File: src/rtl/serial_adder_pkg.sv
// Shared types and sizing helpers for the bit-serial adder sequencer.
package serial_adder_pkg;

  // Sequencer states: waiting for operands, shifting bits, holding the result.
  typedef enum logic [1:0] {
    IDLE = 2'd0,
    BUSY = 2'd1,
    DONE = 2'd2
  } state_e;

  // Bit counter width: enough to count WIDTH bits, never narrower than one bit.
  function automatic int cnt_width(input int width);
    return ($clog2(width) < 1) ? 1 : $clog2(width);
  endfunction

endpackage

File: src/rtl/serial_adder_ctrl_full_adder.sv
// Single-bit full adder cell, time-multiplexed by the serial sequencer.
module serial_adder_ctrl_full_adder (
  input  logic a,
  input  logic b,
  input  logic ci,
  output logic s,
  output logic co
);

  assign s  = a ^ b ^ ci;
  assign co = (a & b) | (ci & (a ^ b));

endmodule

File: src/rtl/serial_adder_ctrl.sv
// Bit-serial adder sequencer: {co_o, sum_o} = a_i + b_i + ci_i, one bit per
// cycle LSB first, through a single full adder cell.
// Optional macro SERIAL_ADDER_SUB_EN adds a sub_i port selecting a_i - b_i
// (co_o = 1 means no borrow).
module serial_adder_ctrl
  import serial_adder_pkg::*;
#(
  parameter int WIDTH = 16
) (
  input  logic             clk_i,
  input  logic             rst_ni,
  input  logic             in_valid_i,
  output logic             in_ready_o,
  input  logic [WIDTH-1:0] a_i,
  input  logic [WIDTH-1:0] b_i,
  input  logic             ci_i,
`ifdef SERIAL_ADDER_SUB_EN
  input  logic             sub_i,
`endif
  output logic             out_valid_o,
  input  logic             out_ready_i,
  output logic [WIDTH-1:0] sum_o,
  output logic             co_o,
  output logic             busy_o
);

  localparam int             CW       = cnt_width(WIDTH);
  localparam logic [CW-1:0]  CNT_LAST = CW'(WIDTH - 1);

  state_e           state_q, state_d;
  logic [WIDTH-1:0] op_a_q, op_b_q, result_q;
  logic             carry_q;
  logic [CW-1:0]    cnt_q;

  logic [WIDTH-1:0] b_load;
  logic             ci_load;
  logic             fa_s, fa_co;

`ifdef SERIAL_ADDER_SUB_EN
  // Subtraction is a + ~b + 1: invert B and force the carry-in.
  assign b_load  = sub_i ? ~b_i : b_i;
  assign ci_load = sub_i ? 1'b1 : ci_i;
`else
  assign b_load  = b_i;
  assign ci_load = ci_i;
`endif

  serial_adder_ctrl_full_adder u_fa (
    .a  (op_a_q[0]),
    .b  (op_b_q[0]),
    .ci (carry_q),
    .s  (fa_s),
    .co (fa_co)
  );

  // State register.
  // NOTE: sequential state uses non-blocking assignments so every register
  // samples pre-edge values, independent of block ordering.
  always_ff @(posedge clk_i or negedge rst_ni) begin
    if (!rst_ni) state_q <= IDLE;
    else         state_q <= state_d;
  end

  // Next-state and output decode from the current state.
  // NOTE: every signal written here gets a default first, so no path through
  // the case leaves it unassigned and no latch is inferred.
  always_comb begin
    state_d     = state_q;
    in_ready_o  = 1'b0;
    out_valid_o = 1'b0;
    busy_o      = 1'b0;
    unique case (state_q)
      IDLE: begin
        in_ready_o = 1'b1;
        if (in_valid_i) state_d = BUSY;
      end
      BUSY: begin
        busy_o = 1'b1;
        if (cnt_q == CNT_LAST) state_d = DONE;
      end
      DONE: begin
        out_valid_o = 1'b1;
        if (out_ready_i) state_d = IDLE;
      end
      default: state_d = IDLE;
    endcase
  end

  // Operand, carry, result and counter datapath.
  // NOTE: the datapath registers are reset too, because sum_o/co_o are driven
  // straight from them and must read zero out of reset.
  always_ff @(posedge clk_i or negedge rst_ni) begin
    if (!rst_ni) begin
      op_a_q   <= '0;
      op_b_q   <= '0;
      result_q <= '0;
      carry_q  <= 1'b0;
      cnt_q    <= '0;
    end else begin
      unique case (state_q)
        IDLE: begin
          if (in_valid_i) begin
            op_a_q  <= a_i;
            op_b_q  <= b_load;
            carry_q <= ci_load;
            cnt_q   <= '0;
          end
        end
        BUSY: begin
          op_a_q   <= op_a_q >> 1;
          op_b_q   <= op_b_q >> 1;
          result_q <= (result_q >> 1) | (WIDTH'(fa_s) << (WIDTH - 1));
          carry_q  <= fa_co;
          cnt_q    <= cnt_q + CW'(1);
        end
        default: ;
      endcase
    end
  end

  assign sum_o = result_q;
  assign co_o  = carry_q;

endmodule

File: config.mk
export PLATFORM = sky130hd
export DESIGN_NAME = serial_adder_ctrl
export DESIGN_NICKNAME = d
export VERILOG_FILES = /design/src/rtl/serial_adder_pkg.sv /design/src/rtl/serial_adder_ctrl_full_adder.sv /design/src/rtl/serial_adder_ctrl.sv
export SDC_FILE = /design/constraint.sdc
export NUM_CORES = 1
export LEC_CHECK = 0
export ABC_AREA = 0
export CORE_ASPECT_RATIO = 1.4
export CORE_MARGIN = 5
export CORE_UTILIZATION = 44
export DETAILED_ROUTE_END_ITERATION = 8
export PLACE_DENSITY = 0.72
export SKIP_CTS_REPAIR_TIMING = 1
export SYNTH_ARGS = -nofsm -noshare
export SYNTH_HDL_FRONTEND = slang
export SYNTH_SLANG_ARGS = --single-unit
File: constraint.sdc
create_clock -name clk_i -period 1.1 [get_ports clk_i]
set_input_delay 0.165 -clock clk_i [delete_from_list [all_inputs] [get_ports clk_i]]
set_output_delay 0.165 -clock clk_i [all_outputs]
set_load 0.005 [all_outputs]
==> results of run 1 <==
-- cell usage after synthesis --
cell type / instances / area, sq um
o21bai_4: 1 / 18.8
clkinv_1: 1 / 3.75
nor2_1: 2 / 7.51
nor2b_1: 1 / 6.26
buf_6: 4 / 45.0
dfrtp_1: 55 / 1380
mux2_2: 1 / 11.3
nand3_1: 2 / 10.0
fa_1: 1 / 20.0
o31ai_1: 1 / 7.51
a2bb2oi_1: 1 / 8.76
ha_1: 1 / 12.5
a32o_1: 1 / 10.0
a41oi_1: 1 / 8.76
o21ai_1: 28 / 140
buf_2: 6 / 30.0
inv_1: 2 / 7.51
o21ai_0: 5 / 25.0
nand2b_1: 1 / 6.26
a22oi_1: 32 / 240
buf_4: 4 / 30.0
nand2_1: 82 / 308
nor2b_4: 1 / 13.8
a22o_1: 2 / 17.5
clkbuf_1: 3 / 11.3
o2bb2ai_1: 1 / 8.76
and2_1: 1 / 6.26
-- power groups by stage --
stage	Sequential (mW)	Combinational, mW	Clock [mW]
2_1_floorplan	3.24	1.53	0
3_3_place_gp	3.31	2.64	0
3_5_place_dp	3.34	2.70	0
4_1_cts	3.30	2.70	1.14
5_1_grt	3.44	4.03	1.21
6_report	3.35	3.67	1.10
-- flip-flops by register name (all words and copies together), names as in the netlist --
name,cells
op_b_q,16
cnt_q,4
state_q,2
op_a_q,16
co_o,1
sum_o,16
-- metrics by stage --
step / TNS (ps) / total power, mW / setup WS [ps] / cell area (sq um) / utilization, %
after floorplan: -550 / 4.77 / -46.8 / 2430 / -
after global placement: -11420 / 5.94 / -300 / 3140 / 60.0
after detailed placement: -12730 / 6.04 / -357 / 3140 / 60.0
after CTS: -15030 / 7.14 / -632 / 3230 / 61.7
after global routing: -12430 / 8.67 / -341 / 3830 / 73.2
final: -9720 / 8.13 / -305 / 3830 / 73.2
-- layer usage --
| metal | part of all wire, % | GRT usage [%] | routed length [microns] |
|---|---|---|---|
| met3 | 6.8 | 4.14 | 425 |
| met1 | 41 | 20.7 | 2560 |
| met2 | 51 | 24.5 | 3200 |
| met5 | 0 | 0 | 0 |
| met4 | 1.1 | 5.35 | 69 |
-- worst min path at each step --
stage	start	endpoint	slack [ps]
after floorplan	rst_ni	cnt_q[0]$_DFFE_PN0P_	-130
after global placement	rst_ni	sum_o[0]$_DFFE_PN0N_	190
after detailed placement	rst_ni	sum_o[0]$_DFFE_PN0N_	190
after CTS	rst_ni	sum_o[7]$_DFFE_PN0N_	-160
after global routing	rst_ni	sum_o[1]$_DFFE_PN0N_	410
final	rst_ni	sum_o[1]$_DFFE_PN0N_	370
-- worst max-delay path, delay by kind of cell, from the launching register on --
| family | cells | cell delay, ps |
|---|---|---|
| buffers and inverters | 3 | 410 |
| AO/OA/AOI/OAI | 2 | 420 |
| flip-flops | 1 | 470 |
-- layout make-up --
class	instances	area, sq um	area share (%)
clock buffer	5	68.8	1.79
clock inverter	3	20.0	0.522
inverter	3	12.5	0.326
multi-input combinational	167	1120	29.3
sequential	55	1380	36.0
tap	66	82.6	2.15
timing repair buffer	109	1150	30.0
-- kinds of logic (layout without fill, tap and decap cells) --
| family | Yosys count | count (layout) | share of synthesized area (%) |
|---|---|---|---|
| DFF | 55 | 55 | 57.6 |
| AOI/OAI and AO/OA | 73 | 74 | 20.3 |
| buffers and inverters | 20 | 120 | 5.34 |
| and+or+nand+nor | 90 | 90 | 15.0 |
| muxes | 1 | 1 | 0.471 |
| adders and majority gates | 2 | 2 | 1.36 |
==> implementation parameters, run 1 <==
Parameter                              Value

Finish
  Count of filler cells inserted in the layout ... 353
  Number of nets in the final layout ... 380
  Most used cells in the layout excluding fill and tap cells ... 62 x nand2_1, 53 x dfrtp_1, 35 x clkdlybuf4s50_1
  Fraction of final layout cells sized beyond drive strength 1 ... 34.5%
  Leading cell type in the layout, fill and taps excluded ... nand2_1
  Antenna fix cells ... 0
  Final cell count without fillers ... 408
  Area growth, synth to finish ... 60.4%

CTS
  CTS H-tree lvls ... 2
  Clk sinks ... 55
  CTS tree ... yes
  Total CTS buffers ... 5
  Bufs on Longest Clock Path ... 2
  Clock latency at the later pin of the worst-skew pair ... 310 ps
  Clk pin slew, worst setup/hold paths ... 100 ps
  Root Driver ... clkbuf_8

Power and ir drop
  Sequential share of power ... 41.2%
  IR Drop Worst-Case VDD ... 0.908 mV
  Psw ... 2.79 mW
  Part of the power in combinational logic ... 45.2%
  Power per cell area ... 2120 nW/um^2
  Leakage dissipation ... 2.00 nW
  Fraction of power consumed by the clock network ... 13.6%
  Net Sw Frac ... 34.3%
  Internal Power ... 5.34 mW

Status
  Failing checks ... negative setup slack
  Result of the run ... complete, but fails checks

Route
  Final routed wirelength across all metal layers ... 6250 microns
  DR DRC count ... 0
  Antenna viol nets, final ... 0
  Average detailed-routed wire length per instance ... 15.3 microns
  Routed via count ... 2,133
  1st-iter DRT viols ... 124
  Ratio of routed vias to standard cells ... 5.23
  First-pass iteration count of the detailed router ... 4

Synthesis
  Post-Syn Nets ... 280
  Average size of a mapped cell ... 9.92 sq um
  Sequential cell area fraction in the yosys report ... 57.6%
  Synthesized instance count ... 241
  Number of warning messages in the yosys log ... 0
  Netlist area before placement ... 2390 sq um
  Count of unique library cells instantiated by Yosys ... 27
  Count of state elements after synthesis ... 55

Global routing
  Antenna violations before repair ... 0
  Global-route wire length before repair ... 8870 microns
  Largest net degree at the start of global routing ... 56
  All-Layer GR Usage ... 15.6%
  Grt total ovfl ... 0
  Vias in the first global route ... 1,949

STA
  Hold Vio Cnt, Final ... 0
  Shortest clock period the worst path allows after layout ... 1400 ps
  Unrepaired setup endpoints after global routing ... yes
  Max-slew violation total from the final report ... 0
  Setup-violating endpoint count in the final report ... 58
  Worst slew margin ... 79.1%
  Min setup slack post-route ... -305 ps
  Maximum frequency from static timing analysis ... 712 MHz
  Crit share post-route ... 128%
  Worst hold slack ... 374 ps
  Worst-case clock skew ... 7.65 ps
  Transition time of the tightest slew-check pin ... 312 ps

Setup path
  Critical Path RT ... 1300 ps
  CP endpoint ... cnt_q[1]$_DFFE_PN0P_
  Crit path max fanout ... 6
  Worst setup slack for register-to-register paths ... -300 ps
  Crit Reg-Reg Endpoint ... cnt_q[1]$_DFFE_PN0P_
  Crit path cell chain ... buf_6 -> buf_6 -> o21bai_4 -> buf_6 -> a22o_1
  Launch instance of the worst register-to-register path ... state_q[1]$_DFFE_PN0P_
  CP Data Arrival Time ... 1610 ps
  Highest cell delay on the worst timing path ... 470 ps
  WS Path Type ... reg2reg
  Type of origin of the critical path ... flop
  Endpoint type of the worst setup path ... flop
  Cells on worst reg2reg path ... 5
  Cell with the largest stage delay on the worst path ... dfrtp_2
  Critical Path Most Common Cell ... buf_6
  Crit path from ... state_q[1]$_DFFE_PN0P_

Die
  Core area ... 5240 sq um
  Horizontal extent of the die ... 72.3 microns
  Initial standard-cell utilization of the core ... 45.7%
  Standard-cell row count ... 31
  Vert. Die Dim ... 97.2 microns
  Die Outline Area ... 7030 sq um
  I/O pin count ... 57

Place
  Global placer's final weighted congestion ... 0.732
  DPL Wire Length ... 3700 microns
  Cell Count Post-Placement ... 369
  Buffers on Ports ... 56

Run
  Number of maximum-capacitance constraint violations ... 0

Min path
  Kind of path behind the tightest hold check ... in2async
(Power assumes the default switching activity.)
==> run 2: changes to the inputs <==
- SKIP_LAST_GASP: default -> 1
==> run 2 against run 1 <==
Net effect: the flow still finishes with violations (negative setup slack); non-clock buffer count unchanged; sequential cell count unchanged; via count is essentially flat; utilization is the same; clock power is essentially flat; cell area is the same; combinational power about the same; setup slack improved by 0.94 ps; final cell count is the same; routed wire length increased by 0.22%; critical endpoint unchanged; highest routed layer unchanged.
==> implementation parameters, run 2 (synthesis gave the netlist of run 1 again) <==
Parameter                              Value

CTS
  Bufs on Longest Clock Path ... 2
  Total CTS buffers ... 5
  Clk pin slew, worst setup/hold paths ... 100 ps
  CTS tree ... yes
  CTS H-tree lvls ... 2
  Root Driver ... clkbuf_8
  Clock latency at the later pin of the worst-skew pair ... 310 ps
  Clk sinks ... 55

Finish
  Antenna fix cells ... 0
  Fraction of final layout cells sized beyond drive strength 1 ... 33.9%
  Final standard cell utilization of the core ... 73.2%
  Final instance area ... 3830 sq um
  Count of filler cells inserted in the layout ... 356
  Most used cells in the layout excluding fill and tap cells ... 62 x nand2_1, 53 x dfrtp_1, 35 x clkdlybuf4s50_1
  Area growth, synth to finish ... 60.4%
  Final cell count without fillers ... 408
  Number of nets in the final layout ... 380
  Leading cell type in the layout, fill and taps excluded ... nand2_1

Setup path
  Crit path max fanout ... 6
  Endpoint type of the worst setup path ... flop
  Crit path from ... state_q[1]$_DFFE_PN0P_
  WS Path Type ... reg2reg
  Critical Path RT ... 1300 ps
  Highest cell delay on the worst timing path ... 470 ps
  CP Data Arrival Time ... 1600 ps
  Crit path cell chain ... buf_6 -> buf_6 -> o21bai_4 -> buf_6 -> a22o_1
  Cells on worst reg2reg path ... 5
  Crit Reg-Reg Endpoint ... cnt_q[1]$_DFFE_PN0P_
  Type of origin of the critical path ... flop
  Worst setup slack for register-to-register paths ... -300 ps
  Critical Path Most Common Cell ... buf_6
  Cell with the largest stage delay on the worst path ... dfrtp_2
  Launch instance of the worst register-to-register path ... state_q[1]$_DFFE_PN0P_
  CP endpoint ... cnt_q[1]$_DFFE_PN0P_

Power and ir drop
  Sequential share of power ... 41.2%
  Power per cell area ... 2120 nW/um^2
  Psw ... 2.79 mW
  Fraction of power consumed by the clock network ... 13.7%
  Leakage dissipation ... 2.01 nW
  Total power draw ... 8.13 mW
  IR Drop Worst-Case VDD ... 0.909 mV
  Internal Power ... 5.34 mW
  Net Sw Frac ... 34.4%
  Part of the power in combinational logic ... 45.1%

Route
  Final routed wirelength across all metal layers ... 6260 microns
  Antenna viol nets, final ... 0
  Routed via count ... 2,131
  First-pass iteration count of the detailed router ... 4
  DR DRC count ... 0
  Ratio of routed vias to standard cells ... 5.22
  1st-iter DRT viols ... 156
  Average detailed-routed wire length per instance ... 15.4 microns

Place
  Buffers on Ports ... 56
  Cell Count Post-Placement ... 369
  Global placer's final weighted congestion ... 0.732
  DPL Wire Length ... 3700 microns
  Dpl cell area ... 3140 sq um
  Pre-CTS WS ... -357 ps

STA
  Summed negative setup slack over all endpoints ... -9770 ps
  Transition time of the tightest slew-check pin ... 310 ps
  Shortest clock period the worst path allows after layout ... 1400 ps
  Unrepaired setup endpoints after global routing ... yes
  Setup-violating endpoint count in the final report ... 58
  Min setup slack post-route ... -304 ps
  Hold Vio Cnt, Final ... 0
  Worst-case clock skew ... 13.0 ps
  Max-slew violation total from the final report ... 0
  Worst slew margin ... 79.3%
  Maximum frequency from static timing analysis ... 712 MHz
  Worst hold slack ... 373 ps
  Crit share post-route ... 128%

Min path
  Kind of path behind the tightest hold check ... in2async

Die
  Core area ... 5240 sq um
  Standard-cell row count ... 31
  I/O pin count ... 57
  Initial standard-cell utilization of the core ... 45.7%
  Horizontal extent of the die ... 72.3 microns
  Die Outline Area ... 7030 sq um
  Vert. Die Dim ... 97.2 microns

Global routing
  Largest net degree at the start of global routing ... 56
  Antenna violations before repair ... 0
  All-Layer GR Usage ... 15.6%
  Vias in the first global route ... 1,949
  Grt total ovfl ... 0
  Global-route wire length before repair ... 8870 microns

Status
  Failing checks ... negative setup slack
  Result of the run ... complete, but fails checks

Run
  Number of maximum-capacitance constraint violations ... 0
==> run 2: metal layers <==
layer	wire, microns	up-vias	part of all wire, %	GRT usage (%)
met5	0	-	0	0
met4	65	0	1.0	5.35
met3	407	5	6.5	4.14
met2	3160	68	51	24.5
met1	2630	1026	42	20.7
li1	-	1032	-	-
==> run 2: worst min path at each step <==
stage / startpoint / endpoint / slack [ps]
3_3_place_gp: rst_ni / sum_o[0]$_DFFE_PN0N_ / 190
2_1_floorplan: rst_ni / cnt_q[0]$_DFFE_PN0P_ / -130
6_report: rst_ni / sum_o[1]$_DFFE_PN0N_ / 370
3_5_place_dp: rst_ni / sum_o[0]$_DFFE_PN0N_ / 190
5_1_grt: rst_ni / sum_o[1]$_DFFE_PN0N_ / 410
4_1_cts: rst_ni / sum_o[7]$_DFFE_PN0N_ / -160
==> run 2: power by group through the flow <==
stage	combinational, mW	clock, mW	sequential, mW
6_report	3.67	1.11	3.35
5_1_grt	4.03	1.21	3.44
4_1_cts	2.70	1.14	3.30
3_5_place_dp	2.70	0	3.34
3_3_place_gp	2.64	0	3.31
2_1_floorplan	1.53	0	3.24
==> run 2: layout make-up <==
cell class	count	area [sq um]	share of cell area, %
well taps	66	82.6	2.15
repair buffers	109	1150	30.1
inverters	3	12.5	0.326
flip-flops and latches	55	1380	36.0
clock inverters	3	20.0	0.522
clock buffers	5	68.8	1.79
multi-input cells	167	1120	29.1
==> run 2: worst max-delay path, delay by kind of cell, from the launching register on <==
| kind | cells | cell delay [ps] |
|---|---|---|
| compound gates | 2 | 420 |
| flops | 1 | 470 |
| buf+inv | 3 | 410 |
